==> src/rtl/clkdiv_multi.sv <==
// Multi-channel programmable clock divider for the audio clock tree.
// Each channel toggles its output every H+1 enabled cycles and reports edges as strobes.
module clkdiv_multi #(
   parameter int NUM_CH       = 3,
   parameter int CNT_W        = 16,
   parameter int DEFAULT_HALF = 2,
   parameter int CH_W         = (NUM_CH > 1) ? $clog2(NUM_CH) : 1
) (
   input  logic              clk,
   input  logic              rst,
   input  logic              en,
   input  logic              sync,
   input  logic              cfg_we,
   input  logic [CH_W-1:0]   cfg_ch,
   input  logic [CNT_W-1:0]  cfg_half,
   output logic [NUM_CH-1:0] cfg_pend,
   output logic [NUM_CH-1:0] clk_out,
   output logic [NUM_CH-1:0] rise,
   output logic [NUM_CH-1:0] fall
);

   localparam logic [CNT_W-1:0] HALF_RST = CNT_W'(DEFAULT_HALF);

   for (genvar i = 0; i < NUM_CH; i++) begin : g_ch
      localparam logic [CH_W-1:0] CH_ID = CH_W'(i);

      logic [CNT_W-1:0] cnt;
      logic [CNT_W-1:0] half;
      logic [CNT_W-1:0] pend_val;
      logic             pend;
      logic             out;
      logic             rise_q;
      logic             fall_q;
      logic             wr;
      logic             term;

      // Out-of-range channel numbers never match any CH_ID, so those writes fall away.
      assign wr   = cfg_we && (cfg_ch == CH_ID);
      assign term = en && (cnt == half);

      // NOTE: reset is sampled synchronously and all state uses non-blocking
      // assignments so every channel updates from the same pre-edge values.
      always_ff @(posedge clk) begin
         if (rst) begin
            cnt      <= '0;
            half     <= HALF_RST;
            pend_val <= '0;
            pend     <= 1'b0;
            out      <= 1'b0;
            rise_q   <= 1'b0;
            fall_q   <= 1'b0;
         end else if (sync) begin
            cnt    <= '0;
            out    <= 1'b0;
            rise_q <= 1'b0;
            fall_q <= out;
            if (wr) begin
               half <= cfg_half;
               pend <= 1'b0;
            end else if (pend) begin
               half <= pend_val;
               pend <= 1'b0;
            end
         end else begin
            rise_q <= 1'b0;
            fall_q <= 1'b0;
            if (term) begin
               cnt    <= '0;
               out    <= ~out;
               rise_q <= ~out;
               fall_q <= out;
            end else if (en) begin
               cnt <= cnt + CNT_W'(1);
            end
            // Half-period only changes while cnt restarts at zero, so no runt pulses.
            if (term && wr) begin
               half <= cfg_half;
               pend <= 1'b0;
            end else if (term && pend) begin
               half <= pend_val;
               pend <= 1'b0;
            end else if (wr) begin
               pend_val <= cfg_half;
               pend     <= 1'b1;
            end
         end
      end

      assign cfg_pend[i] = pend;
      assign clk_out[i]  = out;
      assign rise[i]     = rise_q;
      assign fall[i]     = fall_q;
   end

endmodule

==> config.mk <==
export PLATFORM = sky130hd
export DESIGN_NAME = clkdiv_multi
export DESIGN_NICKNAME = d
export VERILOG_FILES = /design/src/rtl/clkdiv_multi.sv
export SDC_FILE = /design/constraint.sdc
export NUM_CORES = 1
export LEC_CHECK = 0
export ABC_AREA = 0
export BUFFER_PORTS_ARGS = -buffer_cell sky130_fd_sc_hd__buf_2
export CORE_MARGIN = 3
export CORE_UTILIZATION = 40
export DETAILED_ROUTE_END_ITERATION = 7
export SKIP_CTS_REPAIR_TIMING = 1
export SYNTH_ARGS = -nofsm -noshare
export SYNTH_HDL_FRONTEND = slang
export SYNTH_SLANG_ARGS = --single-unit
==> constraint.sdc <==
create_clock -name clk -period 2.9 [get_ports clk]
set_input_delay 0.435 -clock clk [delete_from_list [all_inputs] [get_ports clk]]
set_output_delay 0.435 -clock clk [all_outputs]
set_load 0.03 [all_outputs]
==> qor.csv, run 1 <==
stage,metric,value,unit
run_status,status,"finished, final reports clean",
clock_tree,# H-tree levels,4,
synthesis,XOR/XNOR share of the synthesized area,11.4,%
synthesis,ys async rst share,0,%
setup_path,"slowest stage cell, crit path",a21oi_2,
synthesis,Synth Cell Area,0.00729,sq mm
grt,GRT Util Overall,18.0,%
drt,DR WL/cell,16.8,microns
setup_path,arrival time worst endpoint,2550,ps
synthesis,Post-Synth Simple-Gate Area,21.4,%
synthesis,register area share after synthesis,42.8,%
layout,Inserted Diodes,0,
drt,Detail Route Antenna Nets,0,
timing,Setup Skew,7.30,ps
floorplan,core area,0.0176,sq mm
setup_path,r2r startpoint,g_ch[2].cnt[7]$_SDFFE_PP0P_,
drt,met2 routed WL,7.78,mm
setup_path,WP buf/inv,0,
layout,post-route cell area,0.00812,sq mm
clock_tree,Root Buffer,clkbuf_16,
clock_tree,Clock Path Buffers,2,
clock_tree,CTS tree,built,
timing,Fin Setup TNS,0,ps
power,power density cells,624,mW/mm^2
drt,DRT met1 WL,9.05,mm
synthesis,"count leader, synth",dfxtp_1,
synthesis,number of synthesized register bits,156,
drt,Detailed Routing Iterations Pass 1,6,
floorplan,DIE WIDTH,141,microns
synthesis,main combinational cell family by area after synthesis,simple AND/OR/NAND/NOR gates,
timing,final hold violations,0,
synthesis,Yosys top cell area share,42.8,%
clock_tree,worst skew pair latency,420,ps
synthesis,Synth Area in Compound Gates,15.4,%
layout,Layout Cells excl Fill,1065,
timing,fmax,0.437,GHz
power,VDD IR max,0.789,mV
drt,Iteration-0 DRC Markers,488,
synthesis,mux cell area share after synthesis,2.61,%
drt,uppermost layer routed,met4,
drt,met3 WL,834,microns
synthesis,number of synthesized flops with an enable pin,0,
floorplan,Site Rows,48,
layout,layout overhead on the synthesized area,11.3,%
power,Static Leak,0.00338,uW
synthesis,adder-cell share of the synthesized area,0.515,%
place,routability cong.,0.871,
place,DP Wirelength,12.4,mm
setup_path,cell family with most CP delay,simple AND/OR/NAND/NOR gates,
setup_path,CP Launch Type,flip-flop,
clock_tree,Worst-path clk slew,60,ps
floorplan,die height,141,microns
drt,routed via count,5744,
synthesis,Ys Warns,0,
timing,period utilisation layout,78.8,%
drt,DRC viols,0,
synthesis,Area contributors post-synth,"dfxtp_1 43%, xor2_1 7.8%, o22a_1 5.4%",
layout,share of layout cells above drive strength 1,10.6,%
synthesis,ys flop type,dfxtp_1,
grt,GR Overflow Total,0,
timing,RSZ-0062 raised after global routing,false,
layout,nets,854,
drt,Total Routed Length,17.9,mm
run,max-cap violations,0,
place,PortBufs,34,
place,Placement Cell Area,0.00750,sq mm
grt,pin count of the biggest net entering global routing,116,
clock_tree,Sinks on Clock Net,156,
setup_path,Critical Path End Type,flip-flop,
grt,vias in the first global route,5242,
grt,global-route wire length before repair,28.6,mm
floorplan,# IOs,35,
setup_path,"Largest stage delay, worst path",600,ps
drt,routed vias/inst,5.39,
synthesis,Synth area leader,dfxtp_1,
hold_path,worst hold path type,primary input to flip-flop,
floorplan,effective utilization at floorplan,41.5,%
synthesis,Synth Instances,830,
floorplan,Die ar.,0.0199,sq mm
timing,Tmin final,2290,ps
setup_path,CP required,3160,ps
synthesis,"top cells by count, synth","156 x dfxtp_1, 89 x nor2_1, 65 x xor2_1",
timing,fin. max-slew vios,0,
setup_path,CP cell instances,"xor2_1, nor4_1, nand4_1, or2_2, a21oi_2, o22ai_1",
synthesis,syn avg cell area,8.79,sq um
hold_path,hold_sp,cfg_half[2],
setup_path,Setup Crit Path Kind,flip-flop to flip-flop,
setup_path,CP max FO,16,
synthesis,Synth cell types,44,
place,placed cells,1034,
clock_tree,number of buffers created by CTS,17,
timing,Slew Limit Headroom,29.8,%
setup_path,"reg-to-reg slack, setup",610,ps
setup_path,worst setup path start,g_ch[2].cnt[7]$_SDFFE_PP0P_,
grt,initial antenna violation count,0,
synthesis,Synth Net Count,856,
timing,Worst-Margin Slew,1050,ps
timing,final setup fails,0,
-- registers in the layout, summed over array words and instances (netlist names) --
name           flops
g_ch.cnt          48
g_ch.pend          3
g_ch.rise_q        3
g_ch.fall_q        3
g_ch.half         48
g_ch.out           3
g_ch.pend_val     48
-- placed cells by master, fill, tap and decap left out, drive strengths merged, types with 4 or more instances in the layout --
master | synthesis | routed
clkbuf | 35 | 17
inv | 25 | 28
a311oi | 15 | 15
mux2i | 19 | 19
bufinv | 0 | 4
or2 | 7 | 7
dfxtp | 156 | 156
nand4 | 21 | 21
o22ai | 4 | 4
xor2 | 65 | 65
a21oi | 34 | 34
nand3 | 10 | 10
nand2b | 34 | 34
buf | 31 | 45
nor4 | 12 | 12
nand2 | 54 | 54
clkinv | 0 | 4
xnor2 | 30 | 30
nor2 | 89 | 89
o22a | 45 | 45
nand3b | 34 | 34
nor3b | 4 | 4
and3 | 11 | 11
nor3 | 5 | 5
o21ai | 63 | 63
-- path summary, 6_finish.rpt --
path                                       to  cells past startpoint
max              g_ch[2].half[1]$_SDFFE_PP1P_                      6
min          g_ch[2].pend_val[2]$_SDFFE_PP0P_                      3
max reg2reg      g_ch[2].half[1]$_SDFFE_PP1P_                      6
min reg2reg  g_ch[1].pend_val[9]$_SDFFE_PP0P_                      2
-- worst register-to-register path, cell delays in order (launching register included) --
cell and delay (ps):
dfxtp_1 370, xor2_1 190, nor4_1 290, nand4_1 170, or2_2 350, a21oi_2 600
o22ai_1 150
-- layout make-up --
cell class / instances / area, sq um
clock buffer: 17 / 425
timing repair buffer: 45 / 253
inverter: 25 / 93.8
sequential: 156 / 3120
tap: 225 / 282
multi-input combinational: 583 / 3750
clock inverter: 14 / 193
fill: 1744 / 9480
-- routing by layer --
layer  vias up  global-route usage (%)
met4         0                    5.35
met2       127                    26.1
li1       2876                       -
met1      2725                    26.8
met3        16                    3.90
met5         -                       0
-- cells by family after synthesis --
kind of cell	after synthesis
AO/OA/AOI/OAI	170
XOR/XNOR	95
multiplexers	19
adder cells (fa/ha/maj)	3
flip-flops	156
AND/OR/NAND/NOR	296
buffers and inverters	91
-- per-stage QoR --
step	power (uW)	hold WS [ps]	setup slack, ps	utilization, %
2_1_floorplan	2610	448	954	-
3_3_place_gp	2740	461	672	42.6
3_5_place_dp	2740	462	642	42.6
4_1_cts	5100	370	627	46.1
5_1_grt	5240	394	382	46.1
6_report	5060	386	613	46.1
-- where the power goes --
part | switching, uW | total [uW] | internal (uW)
sequential | 56.1 | 2270 | 2220
clock | 923 | 2360 | 1440
combinational | 250 | 429 | 179
total | 1230 | 5060 | 3830
Note: power is estimated with default switching activity, not from simulation.
==> run 2: changes to the inputs <==
clock period = 2.16 ns   (was 2.9 ns; I/O delays follow)
==> qor.csv, run 2 (synthesis gave the netlist of run 1 again) <==
stage,metric,value,unit
hold_path,worst hold path type,primary input to flip-flop,
setup_path,Setup Crit Path Kind,flip-flop to flip-flop,
place,PortBufs,34,
power,power density cells,807,mW/mm^2
grt,initial antenna violation count,0,
timing,final setup fails,0,
timing,Setup Skew,6.56,ps
setup_path,arrival time worst endpoint,2460,ps
layout,share of layout cells above drive strength 1,13.8,%
clock_tree,# H-tree levels,4,
clock_tree,Sinks on Clock Net,156,
place,routability cong.,0.912,
layout,layout overhead on the synthesized area,15.0,%
floorplan,# IOs,35,
floorplan,core area,0.0176,sq mm
drt,routed via count,5838,
clock_tree,Worst-path clk slew,60,ps
setup_path,CP required,2480,ps
setup_path,"Largest stage delay, worst path",550,ps
timing,Tmin final,2140,ps
floorplan,Site Rows,48,
setup_path,CP Launch Type,flip-flop,
layout,fill cell count,1717,
clock_tree,number of buffers created by CTS,17,
timing,Slew Limit Headroom,51.7,%
floorplan,DIE WIDTH,141,microns
run_status,status,"finished, final reports clean",
grt,GRT Util Overall,19.1,%
place,Placement Cell Area,0.00775,sq mm
layout,fin util,47.7,%
timing,Worst-Margin Slew,724,ps
floorplan,die height,141,microns
power,Static Leak,0.00355,uW
clock_tree,Root Buffer,clkbuf_16,
layout,biggest registers after layout,"g_ch.cnt x48, g_ch.half x48, g_ch.pend_val x48",
drt,DR WL/cell,17.0,microns
timing,Hold WS,257,ps
place,Setup Slack @ Placement,-18.0,ps
timing,fmax,0.467,GHz
run,max-cap violations,0,
setup_path,CP cell instances,"xor2_1, or4_1, nor4b_2, nor2_2, o22a_1",
setup_path,Critical Path End Type,flip-flop,
layout,post-route cell area,0.00839,sq mm
drt,DRC viols,0,
drt,Detail Route Antenna Nets,0,
grt,pin count of the biggest net entering global routing,116,
drt,routed vias/inst,5.35,
timing,setup ws final,19.9,ps
layout,Inserted Diodes,0,
place,DP Wirelength,13.2,mm
drt,Total Routed Length,18.6,mm
power,VDD IR max,0.546,mV
timing,RSZ-0062 raised after global routing,true,
clock_tree,worst skew pair latency,430,ps
setup_path,CP max FO,16,
drt,Detailed Routing Iterations Pass 1,5,
timing,final hold violations,0,
drt,Iteration-0 DRC Markers,472,
grt,GR Overflow Total,0,
floorplan,Die ar.,0.0199,sq mm
floorplan,effective utilization at floorplan,41.5,%
timing,period utilisation layout,99.1,%
layout,most frequent cells in the layout,"156 x dfxtp_1, 87 x nor2_1, 65 x xor2_1, 63 x o21ai_0, 54 x nand2_1",
clock_tree,CTS tree,built,
grt,vias in the first global route,5497,
place,placed cells,1059,
layout,Layout Cells excl Fill,1092,
timing,fin. max-slew vios,0,
setup_path,"slowest stage cell, crit path",or4_1,
clock_tree,Clock Path Buffers,2,
grt,global-route wire length before repair,30.2,mm
layout,nets,880,
layout,"most common cell after layout, fill and taps aside",dfxtp_1,
## run 2: cell count changes in the layout (fill, tap and decap cells not counted), sizes merged
| cell | previous run | this run |
|---|---|---|
| clkinv | 4 | 9 |
| clkinvlp | 3 | 1 |
| buf | 45 | 71 |
| clkbuf | 17 | 18 |
| inv | 28 | 25 |
## run 2: final cells by class
class | instances | area [sq um] | area share (%)
multi-input combinational | 583 | 3770 | 45.0
sequential | 156 | 3120 | 37.2
timing repair buffer | 71 | 510 | 6.09
clock buffer | 18 | 429 | 5.12
tap | 225 | 282 | 3.36
clock inverter | 14 | 176 | 2.10
inverter | 25 | 93.8 | 1.12
## run 2: per-stage QoR
| stage | power (uW) | setup TNS [ps] |
|---|---|---|
| CTS | 6810 | -43.8 |
| global route | 7020 | -466 |
| global placement | 3710 | 0 |
| detailed placement | 3710 | -18.0 |
| floorplan | 3510 | 0 |
| finish | 6770 | 0 |
## run 2: worst paths after layout
path / start / to / cells past startpoint / slack [ps]
setup / recovery: g_ch[2].cnt[13]$_SDFFE_PP0P_ / g_ch[2].half[14]$_SDFFE_PP0P_ / 5 / 20
hold / removal: cfg_half[0] / g_ch[1].pend_val[0]$_SDFFE_PP0P_ / 3 / 260
setup reg to reg: g_ch[2].cnt[13]$_SDFFE_PP0P_ / g_ch[2].half[14]$_SDFFE_PP0P_ / 5 / 20
hold reg to reg: g_ch[1].pend_val[8]$_SDFFE_PP0P_ / g_ch[1].pend_val[8]$_SDFFE_PP0P_ / 2 / 470
## run 2: power by group
part	leakage, uW	switching, uW	internal (uW)
combinational	0.00198	353	264
sequential	0.00127	75.2	2970
clock	0.000303	1190	1920
total	0.00355	1610	5150
## run 2: routing by layer
metal	global-route usage, %	vias to the layer above	part of all wire [%]
met1	28.2	2772	50
met5	0	-	0
li1	-	2923	-
met4	4.95	0	1.2
met3	4.00	21	4.5
met2	28.3	122	44
## run 2: critical path, delay by kind of cell (launching register included)
family	cells	cell delay [ps]
AND/OR/NAND/NOR	3	1230
AO/OA/AOI/OAI	1	250
flip-flops	1	350
XOR/XNOR	1	200
==> run 3: changes to the inputs <==
RECOVER_POWER = 25   (was not set)
==> qor.csv, run 3 (synthesis gave the netlist of run 1 again) <==
stage,metric,value,unit
hold_path,hold path cells,3,
floorplan,die height,141,microns
grt,global-route wire length before repair,30.2,mm
clock_tree,Worst-path clk slew,60,ps
floorplan,effective utilization at floorplan,41.5,%
layout,most frequent cells in the layout,"156 x dfxtp_1, 87 x nor2_1, 65 x xor2_1, 63 x o21ai_0, 54 x nand2_1",
place,routability cong.,0.912,
timing,fmax,0.471,GHz
clock_tree,worst skew pair latency,430,ps
setup_path,r2r startpoint,g_ch[2].cnt[13]$_SDFFE_PP0P_,
clock_tree,Clock Path Buffers,2,
timing,period utilisation layout,98.3,%
drt,DR WL/cell,17.0,microns
power,Static Leak,0.00349,uW
drt,Detail Route Antenna Nets,0,
grt,GRT Util Overall,19.1,%
clock_tree,# H-tree levels,4,
setup_path,Setup Crit Path Kind,flip-flop to flip-flop,
layout,share of layout cells above drive strength 1,12.2,%
timing,Tmin final,2120,ps
power,VDD IR max,0.545,mV
timing,RSZ-0062 raised after global routing,true,
drt,Total Routed Length,18.6,mm
grt,vias in the first global route,5497,
layout,biggest registers after layout,"g_ch.cnt x48, g_ch.half x48, g_ch.pend_val x48",
timing,Setup Skew,6.74,ps
drt,Detailed Routing Iterations Pass 1,5,
floorplan,core area,0.0176,sq mm
setup_path,arrival time worst endpoint,2440,ps
setup_path,CP Launch Type,flip-flop,
drt,routed via count,5857,
setup_path,Critical Path End Type,flip-flop,
layout,nets,880,
drt,Iteration-0 DRC Markers,484,
run_status,status,"finished, final reports clean",
power,total power draw,6770,uW
drt,routed vias/inst,5.36,
floorplan,Site Rows,48,
grt,GR Overflow Total,0,
clock_tree,CTS tree,built,
floorplan,# IOs,35,
place,PortBufs,34,
grt,pin count of the biggest net entering global routing,116,
hold_path,hold_sp,cfg_half[0],
clock_tree,Sinks on Clock Net,156,
place,DP Wirelength,13.2,mm
setup_path,"reg-to-reg slack, setup",40,ps
timing,fin. max-slew vios,0,
timing,final hold violations,0,
hold_path,Hold Path Sink,g_ch[1].pend_val[0]$_SDFFE_PP0P_,
timing,final setup fails,0,
setup_path,R2R cell count,5,
clock_tree,number of buffers created by CTS,17,
drt,DRC viols,0,
setup_path,CP required,2480,ps
timing,Worst-Margin Slew,742,ps
setup_path,Reg-to-Reg End,g_ch[2].half[14]$_SDFFE_PP0P_,
floorplan,DIE WIDTH,141,microns
clock_tree,Root Buffer,clkbuf_16,
layout,layout overhead on the synthesized area,14.6,%
layout,fill cell count,1719,
run,max-cap violations,0,
grt,initial antenna violation count,0,
setup_path,CP max FO,16,
power,power density cells,809,mW/mm^2
place,Setup Slack @ Placement,-18.0,ps
layout,"most common cell after layout, fill and taps aside",dfxtp_1,
timing,Slew Limit Headroom,50.5,%
hold_path,worst hold path type,primary input to flip-flop,
layout,Inserted Diodes,0,
floorplan,Die ar.,0.0199,sq mm
timing,setup ws final,36.7,ps
## run 3: cell count changes in the layout (fill, tap and decap cells not counted), sizes merged
cell    delta
buf       -15
clkbuf    +15
## run 3: how the worst max path moves through the flow
stage | endpoint | slack (ps) | start | cells after the start
finish | g_ch[2].half[14]$_SDFFE_PP0P_ | 40 | g_ch[2].cnt[13]$_SDFFE_PP0P_ | 5
global route | g_ch[2].half[14]$_SDFFE_PP0P_ | -70 | g_ch[2].cnt[7]$_SDFFE_PP0P_ | 6
CTS | g_ch[0].half[7]$_SDFFE_PP0P_ | -40 | g_ch[0].cnt[6]$_SDFFE_PP0P_ | 6
detailed placement | g_ch[0].half[7]$_SDFFE_PP0P_ | -20 | g_ch[0].cnt[6]$_SDFFE_PP0P_ | 6
global placement | g_ch[0].half[7]$_SDFFE_PP0P_ | 7 | g_ch[0].half[5]$_SDFFE_PP0P_ | 6
floorplan | g_ch[2].pend$_SDFFE_PP0P_ | 210 | g_ch[2].cnt[13]$_SDFFE_PP0P_ | 7
## run 3: critical path, cell delays in order, from the launching register on
cell and delay, ps:
dfxtp_1 350, xor2_1 200, or4_1 550, nor4b_2 420
nor2_2 240, o22a_1 250
## run 3: layout make-up
class | instances | area, sq um | share of cell area (%)
multi-input combinational | 583 | 3770 | 45.1
sequential | 156 | 3120 | 37.4
timing repair buffer | 71 | 489 | 5.85
clock buffer | 18 | 429 | 5.13
tap | 225 | 282 | 3.37
clock inverter | 14 | 176 | 2.11
inverter | 25 | 93.8 | 1.12
## run 3: routing by layer
layer / GRT usage [%] / routed length, microns
met5: 0 / 0
met4: 4.95 / 216
met2: 28.3 / 8200
met1: 28.2 / 9250
met3: 4.00 / 947
## run 3: per-stage QoR
stage	hold slack (ps)	cells	setup TNS, ps	utilization (%)	instance area, sq um
after floorplan	448	830	0	-	7290
after global placement	461	1059	0	44.0	7750
after detailed placement	463	1059	-18.0	44.0	7750
after CTS	241	1091	-43.8	47.5	8350
after global routing	275	1092	-466	47.5	8360
final	256	1092	0	47.5	8360
## run 3: where the power goes
group	total (uW)	switching, uW	leakage (uW)	internal [uW]
clock	3100	1190	0.000303	1920
combinational	614	352	0.00192	262
sequential	3050	75.9	0.00127	2970
total	6770	1610	0.00349	5150
